===== src/rtl/onewire_rom_sequencer.sv =====
// rtl/onewire_rom_sequencer.sv - 1-Wire ROM/function command sequencer over a byte engine
module onewire_rom_sequencer #(
  parameter logic [63:0] ROM_ID        = 64'h2800_0000_0012_3401,
  parameter int          SCRATCH_BYTES = 8
) (
  input  logic                       clk,
  input  logic                       reset,
  input  logic                       bus_rst,
  input  logic [7:0]                 rx_byte,
  input  logic                       rx_valid,
  input  logic                       tx_done,
  output logic [7:0]                 tx_byte,
  output logic                       tx_start,
  output logic                       dir,
  input  logic [8*SCRATCH_BYTES-1:0] scratch_rd,
  output logic [7:0]                 wr_data,
  output logic [2:0]                 wr_addr,
  output logic                       wr_en,
  output logic                       selected
);

  typedef enum logic [2:0] {
    WAIT_RST, ROM_CMD, READ_ROM, MATCH_ROM, FUNC_CMD, TX_DATA, RX_DATA
  } state_t;

  state_t      state;
  logic [3:0]  cnt;
  logic [3:0]  cnt_nxt;
  logic [63:0] scratch_ext;
  logic [7:0]  rom_cur;
  logic [7:0]  rom_nxt;
  logic [7:0]  scr_nxt;

  localparam logic [3:0] LAST_SCR = 4'(SCRATCH_BYTES - 1);

  // Zero-extend so byte selects stay in range for any scratchpad length.
  assign scratch_ext = 64'(scratch_rd);
  assign cnt_nxt     = cnt + 4'd1;
  assign rom_cur     = ROM_ID[{cnt[2:0], 3'b000} +: 8];
  assign rom_nxt     = ROM_ID[{cnt_nxt[2:0], 3'b000} +: 8];
  assign scr_nxt     = scratch_ext[{cnt_nxt[2:0], 3'b000} +: 8];

  always_ff @(posedge clk or posedge reset) begin
    if (reset) begin
      state    <= WAIT_RST;
      cnt      <= 4'd0;
      tx_byte  <= 8'd0;
      tx_start <= 1'b0;
      dir      <= 1'b0;
      wr_data  <= 8'd0;
      wr_addr  <= 3'd0;
      wr_en    <= 1'b0;
      selected <= 1'b0;
    end else begin
      tx_start <= 1'b0;
      wr_en    <= 1'b0;
      if (bus_rst) begin
        // Bus reset wins over any same-cycle byte event and abandons a transmit.
        state    <= ROM_CMD;
        cnt      <= 4'd0;
        dir      <= 1'b0;
        selected <= 1'b0;
      end else begin
        case (state)
          WAIT_RST: ;
          ROM_CMD: if (rx_valid) begin
            cnt <= 4'd0;
            case (rx_byte)
              8'h33: begin
                state    <= READ_ROM;
                dir      <= 1'b1;
                tx_byte  <= ROM_ID[7:0];
                tx_start <= 1'b1;
              end
              8'h55: state <= MATCH_ROM;
              8'hCC: begin
                state    <= FUNC_CMD;
                selected <= 1'b1;
              end
              default: state <= WAIT_RST;
            endcase
          end
          READ_ROM: if (tx_done) begin
            if (cnt == 4'd7) begin
              state    <= FUNC_CMD;
              cnt      <= 4'd0;
              dir      <= 1'b0;
              selected <= 1'b1;
            end else begin
              cnt      <= cnt_nxt;
              tx_byte  <= rom_nxt;
              tx_start <= 1'b1;
            end
          end
          MATCH_ROM: if (rx_valid) begin
            if (rx_byte != rom_cur) begin
              state <= WAIT_RST;
            end else if (cnt == 4'd7) begin
              state    <= FUNC_CMD;
              cnt      <= 4'd0;
              selected <= 1'b1;
            end else begin
              cnt <= cnt_nxt;
            end
          end
          FUNC_CMD: if (rx_valid) begin
            cnt <= 4'd0;
            case (rx_byte)
              8'hBE: begin
                state    <= TX_DATA;
                dir      <= 1'b1;
                tx_byte  <= scratch_ext[7:0];
                tx_start <= 1'b1;
              end
              8'h4E: state <= RX_DATA;
              default: begin
                state    <= WAIT_RST;
                selected <= 1'b0;
              end
            endcase
          end
          TX_DATA: if (tx_done) begin
            if (cnt == LAST_SCR) begin
              state    <= WAIT_RST;
              dir      <= 1'b0;
              selected <= 1'b0;
            end else begin
              cnt      <= cnt_nxt;
              tx_byte  <= scr_nxt;
              tx_start <= 1'b1;
            end
          end
          RX_DATA: if (rx_valid) begin
            wr_en   <= 1'b1;
            wr_data <= rx_byte;
            wr_addr <= cnt[2:0];
            cnt     <= cnt_nxt;
            if (cnt == LAST_SCR) begin
              state    <= WAIT_RST;
              selected <= 1'b0;
            end
          end
          default: state <= WAIT_RST;
        endcase
      end
    end
  end

endmodule


===== config.mk =====
export PLATFORM = sky130hd
export DESIGN_NAME = onewire_rom_sequencer
export DESIGN_NICKNAME = d
export VERILOG_FILES = /design/src/rtl/onewire_rom_sequencer.sv
export SDC_FILE = /design/constraint.sdc
export NUM_CORES = 1
export LEC_CHECK = 0
export BUFFER_PORTS_ARGS = -buffer_cell sky130_fd_sc_hd__buf_2
export CAP_MARGIN = 20
export CORE_UTILIZATION = 50
export DETAILED_ROUTE_END_ITERATION = 8
export PLACE_DENSITY = 0.85
export SLEW_MARGIN = 30
export SYNTH_ARGS = -nofsm -noshare
export SYNTH_HDL_FRONTEND = slang
export SYNTH_SLANG_ARGS = --single-unit

===== constraint.sdc =====
create_clock -name clk -period 3 [get_ports clk]
set_clock_uncertainty 0.2 [all_clocks]
set_input_delay 0.15 -clock clk [delete_from_list [all_inputs] [get_ports clk]]
set_output_delay 0.15 -clock clk [all_outputs]
set_load 0.05 [all_outputs]

After elaboration in Yosys (flattened, before gate mapping)
Index checks and enable logic that the tools add are counted.

Register bits after elaboration: 30.

Bitwise operators: 1. Mux-type cells: 64. Shift operators: 3. Reductions and logical operators: 14. Add/subtract/negate cells: 1. Equality and inequality tests: 37.

Operators with widths (count): 64-bit by 7-bit variable part select with 8-bit output (first input constant) (2); 8-bit 2-to-1 mux (8); 64-bit by 7-bit variable part select with 8-bit output (1); 4-bit 2-to-1 mux (9); 3-bit != test (second input constant) (12); 8-bit one-hot mux with 4 select lines (1); 3-bit 2-to-1 mux (10); 1-bit 2-to-1 mux (29); 3-bit one-hot mux with 7 select lines (1); 4-bit one-hot mux with 5 select lines (1); 10-bit AND reduction (2); 2-bit != test (second input constant) (9); 8-bit by 7-bit equality test with 1-bit output (second input constant) (2); 8-bit equality test (second input constant) (2); 7-bit AND reduction (2); 3-bit equality test (second input constant) (3); 3-bit by 1-bit != test with 1-bit output (second input constant) (3); 3-bit one-hot mux with 3 select lines (1); 8-bit by 6-bit equality test with 1-bit output (second input constant) (1); 8-bit != test (1); 8-bit AND reduction (1); 4-bit nonzero test (2); 7-bit nonzero test (1); 3-bit by 2-bit equality test with 1-bit output (second input constant) (2); 11 further kinds (14).

Logic depth before layout (Yosys ltp)
Depth in word-level cells: 6. Gate-level depth with buffers: 11.

Worst setup path after synthesis
Ideal clock, no wire load.

Kind: register -> register. From: register cnt[0]. To: register tx_byte[4]. Buffers on the path: 3. Arrival time: 2397 ps. Period minus slack after synthesis: 2722 ps. Cell stages (with the launch flop): 10. Library setup time: 125 ps. Setup slack: 278 ps. Path through: dfrtp_1 buf_4 clkinv_1 ha_1 buf_2 clkbuf_1 mux4_2 a32oi_1 nand2_1 mux2_2.

Cells in the longest elaborated chain, start to end: 5. Elaborated cells between the ends (all ways): 12. Those cells by class: add/sub (1); eq/ne (3); shift (2); mux (5); reduce/logical (1).

Ends and longest elaborated chain: from (decl) (RTL line 27) `logic [3:0] cnt;`; from (signal assigned) (RTL line 90) `cnt <= cnt_nxt;`; from (signal assigned) (RTL line 103) `cnt <= cnt_nxt;`; from (signal assigned) (RTL line 128) `cnt <= cnt_nxt;`; 4-bit by 1-bit adder with 4-bit output (RTL line 38) `assign cnt_nxt = cnt + 4'd1;`; 64-bit by 7-bit variable part select with 8-bit output (on tied branches) (RTL line 41, 40); 8-bit 2-to-1 mux (on tied branches) (RTL line 123, 84); 8-bit 2-to-1 mux (on tied branches) (RTL line 122, 83); 8-bit one-hot mux with 4 select lines (RTL line 64) `case (state)`; to (signal assigned) (RTL line 72) `tx_byte <= ROM_ID[7:0];`; to (signal assigned) (RTL line 91) `tx_byte <= rom_nxt;`; to (signal assigned) (RTL line 129) `tx_byte <= scr_nxt;`; to (decl) (RTL line 12) `output logic [7:0] tx_byte,`.

Parallel ways exist; a longest one is shown, timed or not. The select of a mux whose other input is x is not followed. A chain may end at the register's enable or synchronous reset.

Final worst setup path
From: register cnt[0]. To: register selected.

Cells in the longest elaborated chain, start to end: 6. Elaborated cells between the ends (all ways): 14. Those cells by class: eq/ne (3); shift (1); mux (9); reduce/logical (1).

Ends and longest elaborated chain: parallel branches: the longest is 6 deep, another holds 64-bit by 7-bit variable part select with 8-bit output; to (signal assigned) (RTL line 53) `selected <= 1'b0;`; to (signal assigned) (RTL line 62) `selected <= 1'b0;`; to (signal assigned) (RTL line 78) `selected <= 1'b1;`; to (decl) (RTL line 19) `output logic selected`.

Several ways; the timed one is not identified. The select of a mux whose other input is x is not followed.

==> results_dict.tcl <==
set metrics [dict create \
    outcome "completed" \
    fin_util_pct 67.4 \
    fillCellCount 370 \
    die_x_um 74.0 \
    ys.flop_type "dfrtp_1" \
    tightestPinTransition_ps 786 \
    antenna_left 0 \
    rsz0062_at_grt "false" \
    cts_tree "yes" \
    design_area_mm2 0.00327 \
    powerDensity_mw_per_mm2 299 \
    grt.overflow.total 0 \
    hold_viol_final 0 \
    hold_ws_ps 9.16 \
    reg2reg_depth 9 \
    wire_per_inst_um 16.3 \
    netlist.top_cell.by_area "dfrtp_1" \
    yosysWarningCount 0 \
    ir_worst_vdd_uv 272 \
    ys_types 54 \
    synthCells 294 \
    post_cts_buffers 0 \
    yosysSeqAreaShare_pct 29.0 \
    max_cap_violations 0 \
    period_minus_slack_ps 2640 \
    dp.cells 449 \
    portBuffers 99 \
    fmax_mhz 379 \
    drive_above_1_share_pct 37.6 \
    routed_wl_um 7530 \
    synthesis.area_mm2 0.00259 \
    final_cell_mix "buf_2 (99), dfrtp_1 (30), nand2_1 (26), o21ai_0 (25)" \
    drc 0 \
    drv_slew 0 \
    ctsLongestPathBuffers 2 \
    cts_made_buffers 5 \
    syn_avg_cell_area_um2 8.81 \
    timing.final.crit_share_pct 87.9 \
    final_common_cell "buf_2" \
    ios 100 \
    die_height_um 74.0 \
    initial_core_util_pct 53.4 \
    multi_input_area_mm2 0.00169 \
    yosys-top-cells-area "dfrtp_1 (29%), mux2_2 (7.8%), mux4_2 (7.0%)" \
    hold_buffers 5 \
    post_cts_resized 0 \
    grt_pass1_vias 2589 \
    setup_viol_count_final 0 \
    clkLatencyLatePin_ps 280 \
    required_ps 2960 \
    worstPathArrival_ps 2600 \
    grt_antenna_before_repair 0 \
    cp-start-kind "flop" \
    tns_ps 0 \
    path_class "flop to flop" \
    p_leak_nw 1.52 \
    path_clk_slew_ps 60 \
    cts_sinks 30 \
    min_path_type "primary input to flop" \
    row_count 25 \
    die_area_mm2 0.00547 \
    yosysTopAreaCellShare_pct 29.0 \
    layoutNonFillerInstCount 461 \
    vias 2784 \
    synth_fp_nets 376 \
    endpoint_kind "flop" \
    postPlaceCellArea_mm2 0.00314 \
    grtUsageTotal_pct 28.1 \
    syn_to_final_growth_pct 26.2 \
    h-tree-depth 2 \
    grt_max_degree 31 \
    place_congestion 0.883 \
    async_flop_share_pct 100 \
    cp_max_fo 11 \
    regArea_um2 751 \
    grt_pass1_wl_um 11900 \
    firstDrtPassIters 5 \
    post-dp-hpwl_um 5460 \
    drt-vias-per-instance 6.04 \
    nets 476 \
    max-slew-margin-rel_pct 47.6 \
    min_path_cells 2 \
    synth_seq_cells 30 \
    clock-root-buffer "clkbuf_8" \
    design.core.area_mm2 0.00485 \
    antennaDiodeCount 0 \
    synth_edf_count 0 \
    first_iter_violations 411 \
]
[per-stage QoR]
stage	setup WS (ps)	power [mW]
3_5_place_dp	446	0.673
3_3_place_gp	545	0.666
5_1_grt	221	1.02
4_1_cts	378	0.980
6_report	364	0.977
2_1_floorplan	278	0.581
[cells by family after synthesis]
group	Yosys count	synth area share [%]
adders and majority gates	5	2.42
AOI/OAI and AO/OA	86	21.0
buffers and inverters	34	5.89
DFF	30	29.0
and+or+nand+nor	96	20.6
muxes	39	19.8
xor gates and xnor gates	4	1.35
[synthesized netlist by cell type, types with 8 or more instances]
cell type	n
mux2_2	18
dfrtp_1	30
nand3_1	10
mux4_2	8
buf_2	13
inv_1	12
mux2i_1	13
nor3_1	10
o21ai_0	25
nor2_1	20
nand2_1	26
a21oi_1	20
[worst max-delay path: stages, from the launching register on]
cell	delay, ps
dfrtp_1	400
clkinv_1	180
ha_1	400
buf_4	200
nor2_1	60
o21ai_0	150
o21ai_0	100
and3_1	270
o2111ai_1	200
or3b_1	350
[final cells by class]
| type | count | share of cell area, % |
|---|---|---|
| flip-flops and latches | 30 | 23.0 |
| multi-input cells | 230 | 51.6 |
| clock buffers | 5 | 2.10 |
| inverters | 13 | 1.49 |
| repair buffers | 114 | 19.0 |
| clock inverters | 2 | 0.306 |
| well taps | 67 | 2.56 |
[where the power goes]
part	switching (mW)	internal [mW]
Combinational	0.134	0.116
Sequential	0.0115	0.412
Clock	0.149	0.155
[layer usage]
layer	track usage, %	wire (µm)
met3	4.61	465
met2	47.4	3900
met4	7.48	112
met5	0	0
met1	37.5	3050
[worst paths after layout]
path | start | to | slack, ps
setup / recovery | cnt[0] | selected | 360
hold / removal | rx_byte[5] | wr_data[5] | 9
setup reg to reg | cnt[0] | selected | 360
hold reg to reg | wr_addr[1] | wr_addr[1] | 310
max in group asynchronous | reset | tx_byte[5] | 2020
min in group asynchronous | reset | tx_start | 290
[state kept, by name, summed over array words and instances (netlist names)]
| signal | count |
|---|---|
| wr_addr | 3 |
| wr_data | 8 |
| dir | 1 |
| tx_byte | 8 |
| selected | 1 |
| state | 3 |
| wr_en | 1 |
| cnt | 4 |
| tx_start | 1 |
Power figures use the tool's default switching activity.
